`src/rtl/uart_stim_tx_if.sv`:
```
// Byte-write port of the UART stimulus transmitter: data/strobe in, FIFO status back.
// tx_wr is a one-cycle strobe with no back-pressure: a byte offered while tx_full
// (and no pop that cycle) is dropped and reported through the sticky overflow flag.
interface uart_stim_tx_if;
  logic [7:0] tx_data;
  logic       tx_wr;
  logic       tx_full;
  logic       tx_empty;
  logic       overflow;

  modport slave (
    input  tx_data,
    input  tx_wr,
    output tx_full,
    output tx_empty,
    output overflow
  );

  modport master (
    output tx_data,
    output tx_wr,
    input  tx_full,
    input  tx_empty,
    input  overflow
  );
endinterface

```
`src/rtl/uart_stim_tx.sv`:
```
// 8N1 UART transmitter fed by a byte FIFO; bit period is 16*divisor clocks, latched per frame.
// FSM state is exported on dbg_state (IDLE=0, START=1, DATA=2, STOP=3).
module uart_stim_tx #(
  parameter int FIFO_AW = 4
) (
  input  logic          wb_clk_i,
  input  logic          wb_rst_n_i,
  input  logic [15:0]   divisor,
  uart_stim_tx_if.slave wr_bus,
  output logic          tx_busy,
  output logic          tx_done,
  output logic          txd,
  output logic [1:0]    dbg_state
);
  typedef enum logic [1:0] {S_IDLE, S_START, S_DATA, S_STOP} state_t;

  state_t             state, state_d;
  logic [7:0]         mem [0:(1<<FIFO_AW)-1];
  logic [FIFO_AW-1:0] wr_ptr, rd_ptr;
  logic [FIFO_AW:0]   count;
  logic               fifo_full, fifo_empty, push, pop;
  logic               overflow_q;
  logic [19:0]        baud_cnt, baud_d, bit_len;
  logic [15:0]        div_q, div_d, div_eff;
  logic [2:0]         bit_idx, bit_idx_d;
  logic [7:0]         shreg, shreg_d;
  logic               txd_d, bit_end, start_frame;

  // Occupancy never exceeds the depth, so the MSB alone marks full.
  assign fifo_full       = count[FIFO_AW];
  assign fifo_empty      = (count == '0);
  assign wr_bus.tx_full  = fifo_full;
  assign wr_bus.tx_empty = fifo_empty;
  assign wr_bus.overflow = overflow_q;

  assign div_eff     = (divisor == 16'd0) ? 16'd1 : divisor;
  assign bit_len     = {div_q, 4'b0000};
  assign bit_end     = (baud_cnt == bit_len - 20'd1);
  assign start_frame = !fifo_empty && ((state == S_IDLE) || (state == S_STOP && bit_end));
  assign pop         = start_frame;
  assign push        = wr_bus.tx_wr && (!fifo_full || pop);

  assign tx_busy   = (state != S_IDLE);
  assign tx_done   = (state == S_STOP) && bit_end;
  assign dbg_state = state;

  always_comb begin
    state_d   = state;
    baud_d    = baud_cnt + 20'd1;
    bit_idx_d = bit_idx;
    txd_d     = txd;
    shreg_d   = shreg;
    div_d     = div_q;
    unique case (state)
      S_IDLE: begin
        baud_d = '0;
        txd_d  = 1'b1;
      end
      S_START: begin
        if (bit_end) begin
          state_d   = S_DATA;
          baud_d    = '0;
          bit_idx_d = '0;
          txd_d     = shreg[0];
        end
      end
      S_DATA: begin
        if (bit_end) begin
          baud_d  = '0;
          shreg_d = {1'b0, shreg[7:1]};
          if (bit_idx == 3'd7) begin
            state_d = S_STOP;
            txd_d   = 1'b1;
          end else begin
            bit_idx_d = bit_idx + 3'd1;
            txd_d     = shreg[1];
          end
        end
      end
      S_STOP: begin
        if (bit_end) begin
          state_d = S_IDLE;
          baud_d  = '0;
          txd_d   = 1'b1;
        end
      end
      default: state_d = S_IDLE;
    endcase
    // A pending byte starts the next frame straight out of IDLE or the last stop clock.
    if (start_frame) begin
      state_d   = S_START;
      baud_d    = '0;
      bit_idx_d = '0;
      txd_d     = 1'b0;
      shreg_d   = mem[rd_ptr];
      div_d     = div_eff;
    end
  end

  always_ff @(posedge wb_clk_i or negedge wb_rst_n_i) begin
    if (!wb_rst_n_i) begin
      state      <= S_IDLE;
      baud_cnt   <= '0;
      bit_idx    <= '0;
      txd        <= 1'b1;
      shreg      <= '0;
      div_q      <= 16'd1;
      wr_ptr     <= '0;
      rd_ptr     <= '0;
      count      <= '0;
      overflow_q <= 1'b0;
    end else begin
      state    <= state_d;
      baud_cnt <= baud_d;
      bit_idx  <= bit_idx_d;
      txd      <= txd_d;
      shreg    <= shreg_d;
      div_q    <= div_d;
      if (push) wr_ptr <= wr_ptr + (FIFO_AW)'(1);
      if (pop)  rd_ptr <= rd_ptr + (FIFO_AW)'(1);
      case ({push, pop})
        2'b10:   count <= count + (FIFO_AW+1)'(1);
        2'b01:   count <= count - (FIFO_AW+1)'(1);
        default: ;
      endcase
      if (wr_bus.tx_wr && !push) overflow_q <= 1'b1;
    end
  end

  always_ff @(posedge wb_clk_i) begin
    if (push) mem[wr_ptr] <= wr_bus.tx_data;
  end
endmodule

```
`src/flat_wrapper.sv`:
```
// flat-port wrapper written by rule: the top's interface ports become plain ports
module uart_stim_tx_flat 
#(
  parameter int FIFO_AW = 4
)
  (wb_clk_i, wb_rst_n_i, divisor, tx_busy, tx_done, txd, dbg_state, wr_bus_tx_data, wr_bus_tx_wr, wr_bus_tx_full, wr_bus_tx_empty, wr_bus_overflow);
  uart_stim_tx_if wr_bus_i ();
  input  logic wb_clk_i;
  input  logic wb_rst_n_i;
  input  logic [15:0] divisor;
  output logic tx_busy;
  output logic tx_done;
  output logic txd;
  output logic [1:0] dbg_state;
  input wire logic [$bits(wr_bus_i.tx_data)-1:0] wr_bus_tx_data;
  input wire logic [$bits(wr_bus_i.tx_wr)-1:0] wr_bus_tx_wr;
  output wire logic [$bits(wr_bus_i.tx_full)-1:0] wr_bus_tx_full;
  output wire logic [$bits(wr_bus_i.tx_empty)-1:0] wr_bus_tx_empty;
  output wire logic [$bits(wr_bus_i.overflow)-1:0] wr_bus_overflow;
  assign wr_bus_i.tx_data = wr_bus_tx_data;
  assign wr_bus_i.tx_wr = wr_bus_tx_wr;
  assign wr_bus_tx_full = wr_bus_i.tx_full;
  assign wr_bus_tx_empty = wr_bus_i.tx_empty;
  assign wr_bus_overflow = wr_bus_i.overflow;
  uart_stim_tx #(.FIFO_AW(FIFO_AW)) u_core (.wb_clk_i(wb_clk_i), .wb_rst_n_i(wb_rst_n_i), .divisor(divisor), .wr_bus(wr_bus_i), .tx_busy(tx_busy), .tx_done(tx_done), .txd(txd), .dbg_state(dbg_state));
endmodule
```
`config.mk`:
```
export PLATFORM = sky130hd
export DESIGN_NAME = uart_stim_tx_flat
export DESIGN_NICKNAME = d
export VERILOG_FILES = /design/src/rtl/uart_stim_tx_if.sv /design/src/rtl/uart_stim_tx.sv /design/src/flat_wrapper.sv
export SDC_FILE = /design/constraint.sdc
export NUM_CORES = 1
export LEC_CHECK = 0
export ABC_AREA = 1
export BUFFER_PORTS_ARGS = -buffer_cell sky130_fd_sc_hd__buf_2
export CORE_AREA = 2 2 149 122
export CTS_BUF_LIST = sky130_fd_sc_hd__clkbuf_4 sky130_fd_sc_hd__clkbuf_8
export DETAILED_ROUTE_END_ITERATION = 16
export DIE_AREA = 0 0 151 124
export GPL_TIMING_DRIVEN = 1
export HOLD_SLACK_MARGIN = 0.02
export PLACE_DENSITY = 0.75
export REMOVE_ABC_BUFFERS = 1
export SETUP_SLACK_MARGIN = 0.1
export SYNTH_ARGS = -nofsm -noshare
export SYNTH_HDL_FRONTEND = slang
export SYNTH_SLANG_ARGS = --single-unit
```
`constraint.sdc`:
```
create_clock -name wb_clk_i -period 7.7 [get_ports wb_clk_i]
set_input_delay 0.77 -clock wb_clk_i [delete_from_list [all_inputs] [get_ports wb_clk_i]]
set_output_delay 0.77 -clock wb_clk_i [all_outputs]
set_load 0.03 [all_outputs]
```
==> impl_metrics.py, run 1 <==
metrics = {
    "setup_path": {
        "critPathArrivalTime_ns": 4.86,
        "path_buf_inv": 4,
        "timing.critical_path.fanout_max": 39,
        "cp.required_ns": 8.06,
        "critPathMaxStageDelay_ns": 0.58,
        "start_kind": "register",
        "worst_setup_path_end_kind": "register",
        "cp_slowest_cell": "dfstp_2",
        "path_class": "register to register",
        "critical_path.top_delay_family": "simple AND/OR/NAND/NOR gates",
    },
    "synth": {
        "synth-edff-count": 128,
        "synthTopCellsByArea": "edfxtp_1 41%, dfrtp_1 17%, nand2_1 9.0%",
        "yosys_warnings": 0,
        "synth_xor_xnor_area_share_pct": 3.097,
        "synth_top_cell_by_area": "edfxtp_1",
        "syn-instance-count": 952,
        "yosysSeqAreaShare_pct": 58.38,
        "synth_mux_area_share_pct": 0,
        "synth_top_family_by_area": "simple AND/OR/NAND/NOR gates",
        "synthAdderAreaFrac_pct": 2.548,
        "synth_seq_cells": 192,
        "async_flop_share_pct": 33.33,
        "yosys.area_share.simple_pct": 22.55,
        "synth-main-ff-cell": "edfxtp_1",
        "synth.distinct_cells": 45,
        "avgSynthCellArea_um2": 9.802,
        "netlist_area_um2": 9331,
        "synth_compound_area_share_pct": 8.608,
        "synth_top_area_share_pct": 41.19,
    },
    "detailed_routing": {
        "drt_iter0_drc": 758,
        "antenna_left": 0,
        "via_count": 6801,
        "drc_errors": 0,
        "via_per_inst": 5.607,
        "first_pass_iters": 5,
        "wl_um": 21030,
        "avgRoutedWirePerCell_um": 17.34,
    },
    "floorplanning": {
        "die_w_um": 151,
        "dieHeight_um": 124,
        "rows": 43,
        "num_io_pins": 35,
        "core_um2": 17110,
        "initial_core_util_pct": 54.54,
        "dieArea_um2": 18720,
    },
    "cts": {
        "htreeDepth": 4,
        "cts_tree": "built",
        "cts.clk_slew.worst_paths_ns": 0.11,
        "clkSinkCount": 192,
        "clock_latency_ns": 0.48,
        "hold_buffers": 0,
        "cts-buffers-inserted": 17,
        "clock_path_buffers": 2,
        "cts_resized": 0,
        "cts-root-buf": "clkbuf_8",
        "post_cts_buffers": 0,
    },
    "sta": {
        "finalClockSkew_ns": 0.02048,
        "slew-limit-headroom_pct": 25.50,
        "finalMaxSlewViolations": 0,
        "clock.fmax_ghz": 0.2223,
        "hold_viol_final": 0,
        "setup_viol": 0,
        "tightest_slew_ns": 1.116,
        "setup_tns_ns": 0,
        "rsz0062_at_grt": "false",
        "min_period_ns": 4.499,
        "fin_crit_sh_pct": 58.43,
    },
    "global_routing": {
        "use_met3_pct": 5.714,
        "grt_use_total_pct": 23.86,
        "grt_max_degree": 67,
        "antenna_found_initial": 0,
        "grt_pass1_vias": 6371,
        "busiest_layer": "met2",
        "overflow": 0,
        "grt_pass1_wl_um": 33400,
        "use_met1_pct": 34.18,
        "grtUsageMet2_pct": 36.42,
    },
    "cells_and_area": {
        "antenna_cells": 0,
        "area_growth_pct": 7.790,
        "nFillCells": 1454,
        "final_cell_mix": "223 x nand2_1, 128 x edfxtp_1, 116 x nor2_1, 66 x inv_1, 61 x dfrtp_1",
        "layout_commonest_cell": "nand2_1",
        "layoutNonFillerInstCount": 1213,
        "drive_gt1_share_pct": 12.65,
        "layout.nets": 1022,
    },
    "pwr": {
        "vdd.ir_drop.worst_v": 0.0002214,
        "p_leak_uw": 0.003998,
        "power_density_nw_per_um2": 366.6,
    },
    "outcome": {
        "outcome": "complete, no violations",
    },
    "job": {
        "maxCapViolCount": 0,
    },
    "placed_design": {
        "routabilityCongestion": 0.8629,
        "hpwl_um": 14030,
        "port-buffer-count": 34,
        "placed_cells": 1182,
    },
    "hold_path": {
        "hold_path.class": "input port to asynchronous set/reset pin",
    },
}
## worst paths after layout
kind	end	depth (start not counted)	slack (ns)	start
worst min register to register	u_core.baud_cnt[0]	1	0.48	u_core.baud_cnt[0]
min in group wb_clk_i	u_core.baud_cnt[0]	1	0.48	u_core.baud_cnt[0]
max in group asynchronous	u_core.rd_ptr[0]	2	6.65	wb_rst_n_i
worst max register to register	u_core.count[4]	25	3.20	u_core.div_q[0]
worst min-delay path	u_core.baud_cnt[5]	2	0.45	wb_rst_n_i
worst max-delay path	u_core.count[4]	25	3.20	u_core.div_q[0]
## where the power goes
part | internal, uW | total, uW | switching [uW]
clock network | 278 | 681 | 403
registers | 1280 | 1440 | 163
logic | 470 | 1570 | 1100
total | 2020 | 3690 | 1660
## cell usage after synthesis (5+ instances only)
library cell and instances:
nand2_1 223, edfxtp_1 128, nor2_1 116, inv_1 67, dfrtp_1 62, o21ai_0 52
nand3_1 50, a21oi_1 32, xor2_1 22, clkbuf_1 20, ha_1 19, nor3_1 15
nor2_4 13, a221oi_1 12, o21ai_1 11, o22ai_1 11, xnor2_1 11, nand2_2 10
nor2_2 9, inv_2 8, nand4_1 8, nand3_2 7, a31oi_1 5, nor4_1 5
o221ai_1 5
## cell families after synthesis
group,Yosys count
fa+ha+maj,19
buf+inv,107
simple gates,466
compound gates,135
flops,192
xor+xnor,33
## worst reg2reg max path: cells and delay by family (launching register included)
family | cells | cell delay, ns
compound gates | 5 | 0.67
xor+xnor | 2 | 0.27
fa+ha+maj | 3 | 0.88
buf+inv | 4 | 0.77
flops | 1 | 0.58
simple gates | 11 | 1.21
## flip-flops by register name, indices dropped and copies added, names as in the netlist
name and count:
u_core.mem 128, u_core.wr_bus.overflow 1, u_core.txd 1, u_core.wr_ptr 4
u_core.div_q 16, u_core.bit_idx 3, u_core.rd_ptr 4, u_core.count 5
u_core.baud_cnt 20, u_core.dbg_state 2, u_core.shreg 8
## area by class of cell
cell class / instances / area [um^2] / area share (%)
Timing Repair Buffer: 36 / 185.2 / 1.841
Sequential cell: 192 / 5449 / 54.17
Inverter: 76 / 285.3 / 2.836
Multi-Input combinational cell: 653 / 3435 / 34.15
Clock inverter: 14 / 188.9 / 1.878
Clock buffer: 17 / 234.0 / 2.326
Tap cell: 225 / 281.5 / 2.799
## metrics by stage
step	setup WS [ns]	utilization [%]	hold slack [ns]	instance area [um^2]	power (uW)
final	3.201	58.79	0.4515	10060	3688
after global routing	2.699	58.79	0.4917	10060	3957
after CTS	3.255	58.79	0.4793	10060	3688
after detailed placement	3.276	56.32	0.4542	9635	3004
after global placement	3.429	56.32	0.4445	9635	2964
after floorplan	3.903	-	0.4329	9168	2548
## routing by layer
metal	vias to the layer above	share of wire [%]
li1	3261	-
met1	3247	45
met2	262	45
met3	31	8.4
met4	0	1.9
met5	-	0
Power figures use the tool's default switching activity.
==> run 2: changes to the inputs <==
--- a/config.mk
+++ b/config.mk
@@ -13,7 +13,7 @@
 export DIE_AREA = 0 0 151 124
 export GPL_TIMING_DRIVEN = 1
 export HOLD_SLACK_MARGIN = 0.02
-export PLACE_DENSITY = 0.75
+export PLACE_DENSITY = 0.78
 export REMOVE_ABC_BUFFERS = 1
 export SETUP_SLACK_MARGIN = 0.1
 export SYNTH_ARGS = -nofsm -noshare
==> constraint.sdc (replaced) <==
create_clock -name wb_clk_i -period 4.1 [get_ports wb_clk_i]
set_input_delay 0.41 -clock wb_clk_i [delete_from_list [all_inputs] [get_ports wb_clk_i]]
set_output_delay 0.41 -clock wb_clk_i [all_outputs]
set_load 0.03 [all_outputs]
==> impl_metrics.py, run 2 (same netlist as run 1, synthesis figures left out) <==
metrics = {
    "detailed_routing": {
        "antenna_left": 0,
        "first_pass_iters": 5,
        "drc_errors": 0,
        "via_per_inst": 5.539,
        "avgRoutedWirePerCell_um": 16.93,
        "via_count": 6813,
        "drt_iter0_drc": 787,
        "wl_um": 20820,
    },
    "sta": {
        "hold_viol_final": 0,
        "clock.fmax_ghz": 0.2757,
        "finalClockSkew_ns": 0.01709,
        "setup_tns_ns": 0,
        "setup_ws_ns": 0.4729,
        "finalMaxSlewViolations": 0,
        "setup_viol": 0,
        "slew-limit-headroom_pct": 35.96,
        "fin_crit_sh_pct": 88.47,
        "min_period_ns": 3.627,
        "tightest_slew_ns": 0.9606,
        "rsz0062_at_grt": "false",
    },
    "job": {
        "maxCapViolCount": 0,
    },
    "setup_path": {
        "start_kind": "register",
        "crit_top_cell": "nand2_1",
        "crit_chain": "inv_2 -> ha_1 -> inv_1 -> nand2_1 -> nand2_1 -> nand3_1 -> nor2_2 -> nand3_1 -> nor2_1 -> nand2_1 -> nor2_2 -> nand3_2 -> nand2_2 -> nand2_4 -> buf_4 -> a21oi_4 -> nand2_1 -> nor2_1",
        "critPathArrivalTime_ns": 3.75,
        "worst_setup_path_end_kind": "register",
        "path_class": "register to register",
        "critPathMaxStageDelay_ns": 0.59,
        "cp-startpoint": "u_core.div_q[0]",
        "cp.required_ns": 4.22,
        "cp_slowest_cell": "nor2_1",
        "r2r-start": "u_core.div_q[0]",
        "timing.critical_path.fanout_max": 37,
    },
    "floorplanning": {
        "core_um2": 17110,
        "die_w_um": 151,
        "rows": 43,
        "num_io_pins": 35,
        "initial_core_util_pct": 54.54,
        "dieArea_um2": 18720,
        "dieHeight_um": 124,
    },
    "cts": {
        "htreeDepth": 4,
        "hold_buffers": 0,
        "clkSinkCount": 192,
        "cts_tree": "built",
        "clock_path_buffers": 2,
        "clock_latency_ns": 0.48,
        "cts-buffers-inserted": 17,
        "cts.clk_slew.worst_paths_ns": 0.11,
        "cts-root-buf": "clkbuf_8",
    },
    "global_routing": {
        "grt_use_total_pct": 23.57,
        "grt_pass1_vias": 6331,
        "antenna_found_initial": 0,
        "grt_pass1_wl_um": 33180,
        "grt_max_degree": 44,
        "overflow": 0,
    },
    "placed_design": {
        "routabilityCongestion": 0.9237,
        "port-buffer-count": 34,
        "hpwl_um": 14350,
        "dp_slack_ns": 0.3599,
    },
    "cells_and_area": {
        "largest_register_ffs": 128,
        "final_cell_mix": "223 x nand2_1, 128 x edfxtp_1, 115 x nor2_1, 66 x inv_1, 61 x dfrtp_1",
        "top_regs": "u_core.mem: 128 flops, u_core.baud_cnt: 20 flops, u_core.div_q: 16 flops",
        "antenna_cells": 0,
        "area_growth_pct": 9.211,
        "layout.nets": 1038,
        "layout_commonest_cell": "nand2_1",
        "drive_gt1_share_pct": 14.33,
        "regMostFlops": "u_core.mem",
    },
    "pwr": {
        "p_total_uw": 6951,
        "power_density_nw_per_um2": 682.1,
        "vdd.ir_drop.worst_v": 0.0004084,
        "p_leak_uw": 0.004067,
    },
    "outcome": {
        "outcome": "complete, no violations",
    },
    "hold_path": {
        "hold_path.class": "input port to asynchronous set/reset pin",
    },
}
run 2: changes by cell type in the layout (fill, tap and decap cells not counted), sizes merged:
cell,before,now
buf,36,52
clkinvlp,0,3
clkinv,8,6
bufinv,1,0
inv,81,82
run 2: final cells by class:
type / count / area (um^2)
clock buffers: 17 / 234.0
clock inverters: 15 / 182.7
fillers: 1405 / 6918
inverters: 76 / 285.3
multi-input cells: 653 / 3453
flip-flops and latches: 192 / 5449
well taps: 225 / 281.5
repair buffers: 52 / 305.3
run 2: final timing paths:
check	endpoint	slack, ns	cells after the start
worst min-delay path	u_core.baud_cnt[0]	0.08	1
worst max-delay path	u_core.mem[2][2]	0.47	18
min in group wb_clk_i	u_core.div_q[12]	0.14	3
max in group asynchronous	u_core.rd_ptr[0]	3.13	2
worst max register to register	u_core.mem[2][2]	0.47	18
worst min register to register	u_core.baud_cnt[0]	0.48	1
run 2: what timing repair did:
action	in CTS	in global routing
gates resized for setup	0	4
buffers inserted	0	0
setup endpoints to repair	0	1
run 2: per-layer routing:
layer | GRT usage [%] | wire length (um) | vias to the layer above
li1 | - | - | 3306
met1 | 35.75 | 10020 | 3231
met2 | 35.06 | 9089 | 251
met3 | 4.066 | 1415 | 25
met4 | 7.009 | 294 | 0
met5 | 0 | 0 | -
run 2: through the flow:
step / area, um^2 / std cells / utilization (%) / hold slack (ns)
finish: 10190 / 1230 / 59.57 / 0.08128
global route: 10190 / 1230 / 59.57 / 0.1341
CTS: 10170 / 1230 / 59.46 / 0.09368
detailed placement: 9756 / 1198 / 57.02 / 0.4630
global placement: 9756 / 1198 / 57.02 / 0.4500
floorplan: 9168 / 921 / - / 0.1144
run 2: worst max-delay path, delay by kind of cell, from the launching register on:
kind            cells  cell delay, ns
compound gates      1            0.29
buf+inv             3            0.40
simple gates       13            1.70
flops               1            0.58
fa+ha+maj           1            0.30
run 2: power by group:
group          switching [uW]  internal, uW
Combinational            2000           932
Sequential                361          2400
Clock                     784           473
Total                    3150          3800
==> run 3: changes to the inputs <==
--- a/config.mk
+++ b/config.mk
@@ -14,6 +14,7 @@
 export GPL_TIMING_DRIVEN = 1
 export HOLD_SLACK_MARGIN = 0.02
 export PLACE_DENSITY = 0.78
+export RECOVER_POWER = 50
 export REMOVE_ABC_BUFFERS = 1
 export SETUP_SLACK_MARGIN = 0.1
 export SYNTH_ARGS = -nofsm -noshare
==> impl_metrics.py, run 3 (same netlist as run 1, synthesis figures left out) <==
metrics = {
    "cells_and_area": {
        "area_growth_pct": 8.997,
        "final_cell_mix": "223 x nand2_1, 128 x edfxtp_1, 115 x nor2_1, 66 x inv_1, 61 x dfrtp_1",
        "antenna_cells": 0,
        "layout_commonest_cell": "nand2_1",
        "layout.nets": 1038,
        "largest_register_ffs": 128,
        "regMostFlops": "u_core.mem",
        "drive_gt1_share_pct": 12.94,
        "top_regs": "u_core.mem: 128 flops, u_core.baud_cnt: 20 flops, u_core.div_q: 16 flops",
        "nFillCells": 1415,
        "layoutNonFillerInstCount": 1230,
    },
    "cts": {
        "cts-buffers-inserted": 17,
        "htreeDepth": 4,
        "clock_path_buffers": 2,
        "post_cts_buffers": 0,
        "clock_latency_ns": 0.48,
        "clkSinkCount": 192,
        "cts-root-buf": "clkbuf_8",
        "cts_tree": "built",
        "cts.clk_slew.worst_paths_ns": 0.11,
    },
    "sta": {
        "fin_crit_sh_pct": 88.97,
        "hold_viol_final": 0,
        "whs_ns": 0.1418,
        "finalClockSkew_ns": 0.01544,
        "tightest_slew_ns": 2.254,
        "rsz0062_at_grt": "false",
        "setup_tns_ns": 0,
        "slew-limit-headroom_pct": -50.28,
        "clock.fmax_ghz": 0.2741,
        "finalMaxSlewViolations": 42,
        "setup_viol": 0,
        "setup_ws_ns": 0.4523,
        "min_period_ns": 3.648,
    },
    "hold_path": {
        "hold_depth": 3,
        "hold_path.class": "input port to register",
        "min_to": "u_core.div_q[12]",
        "hold_path.startpoint": "divisor[12]",
    },
    "floorplanning": {
        "rows": 43,
        "num_io_pins": 35,
        "core_um2": 17110,
        "initial_core_util_pct": 54.54,
        "dieHeight_um": 124,
        "dieArea_um2": 18720,
        "die_w_um": 151,
    },
    "placed_design": {
        "port-buffer-count": 34,
        "routabilityCongestion": 0.9237,
        "placed_cells": 1198,
        "hpwl_um": 14350,
        "dp_slack_ns": 0.3599,
    },
    "global_routing": {
        "overflow": 0,
        "grt_pass1_wl_um": 33180,
        "antenna_found_initial": 0,
        "grt_pass1_vias": 6331,
        "grt_use_total_pct": 23.57,
        "grt_max_degree": 44,
    },
    "setup_path": {
        "start_kind": "register",
        "reg2reg_depth": 18,
        "worst_setup_path_end_kind": "register",
        "path_class": "register to register",
        "ff2ff_setup_slack_ns": 0.45,
        "critPathArrivalTime_ns": 3.77,
        "r2r-start": "u_core.div_q[0]",
        "timing.critical_path.fanout_max": 37,
        "cp.required_ns": 4.22,
        "r2r-end": "u_core.mem[2][2]",
    },
    "detailed_routing": {
        "drc_errors": 0,
        "avgRoutedWirePerCell_um": 16.93,
        "first_pass_iters": 5,
        "drt_iter0_drc": 814,
        "wl_um": 20820,
        "via_per_inst": 5.559,
        "via_count": 6837,
        "antenna_left": 0,
    },
    "pwr": {
        "vdd.ir_drop.worst_v": 0.0004097,
        "p_leak_uw": 0.004028,
        "power_density_nw_per_um2": 683.5,
        "p_total_uw": 6951,
    },
    "outcome": {
        "outcome": "finished with violations",
        "violations": "max-capacitance violations, max-slew violations",
    },
    "job": {
        "maxCapViolCount": 1,
    },
}
==> run 3: changes by cell type in the layout (fill, tap and decap cells not counted) <==
cell,delta
buf_2,-13
buf_4,-1
clkbuf_1,+14
==> run 3: critical path: stages (launching register included) <==
cell and delay (ns):
dfstp_2 0.58, inv_2 0.06, ha_1 0.30, inv_1 0.06
nand2_1 0.04, nand2_1 0.08, nand3_1 0.11, nor2_2 0.15
nand3_1 0.08, nor2_1 0.08, nand2_1 0.06, nor2_2 0.10
nand3_2 0.10, nand2_2 0.09, nand2_4 0.06, buf_4 0.28
a21oi_4 0.29, nand2_1 0.17, nor2_1 0.60
==> run 3: worst max-delay path by stage <==
stage,to,slack (ns),start
floorplan,u_core.count[4],0.30,u_core.div_q[0]
global route,u_core.count[4],0.10,u_core.div_q[0]
detailed placement,u_core.count[4],0.36,u_core.div_q[0]
finish,u_core.mem[2][2],0.45,u_core.div_q[0]
global placement,u_core.count[4],0.44,u_core.div_q[0]
CTS,u_core.count[4],0.34,u_core.div_q[0]
==> run 3: final cells by class <==
cell class | instances | area, um^2 | share of cell area [%]
timing repair buffer | 52 | 285.3 | 2.805
clock buffer | 17 | 234.0 | 2.300
tap | 225 | 281.5 | 2.768
clock inverter | 15 | 182.7 | 1.796
inverter | 76 | 285.3 | 2.805
sequential | 192 | 5449 | 53.57
multi-input combinational | 653 | 3453 | 33.95
==> run 3: through the flow <==
step | instance area [um^2] | util (%)
final | 10170 | 59.45
after global routing | 10170 | 59.45
after detailed placement | 9756 | 57.02
after CTS | 10170 | 59.46
after global placement | 9756 | 57.02
after floorplan | 9168 | -
==> run 3: where the power goes <==
group / switching [uW] / leakage (uW) / internal (uW)
logic: 2010 / 0.00187 / 927
clock network: 786 / 0.000198 / 473
registers: 363 / 0.00196 / 2400
total: 3160 / 0.00403 / 3800
==> run 3: routing by layer <==
metal	vias to the layer above	global-route usage (%)	part of all wire, %
met1	3250	35.75	47
met3	24	4.066	7.5
met4	0	7.009	1.5
met2	259	35.06	44
met5	-	0	0
li1	3304	-	-
==> run 3: what timing repair did <==
item / 4_1_cts / 5_1_grt
resized for setup: 0 / 4
endpoints found under the setup margin: 0 / 1
hold buffers: 0 / 0
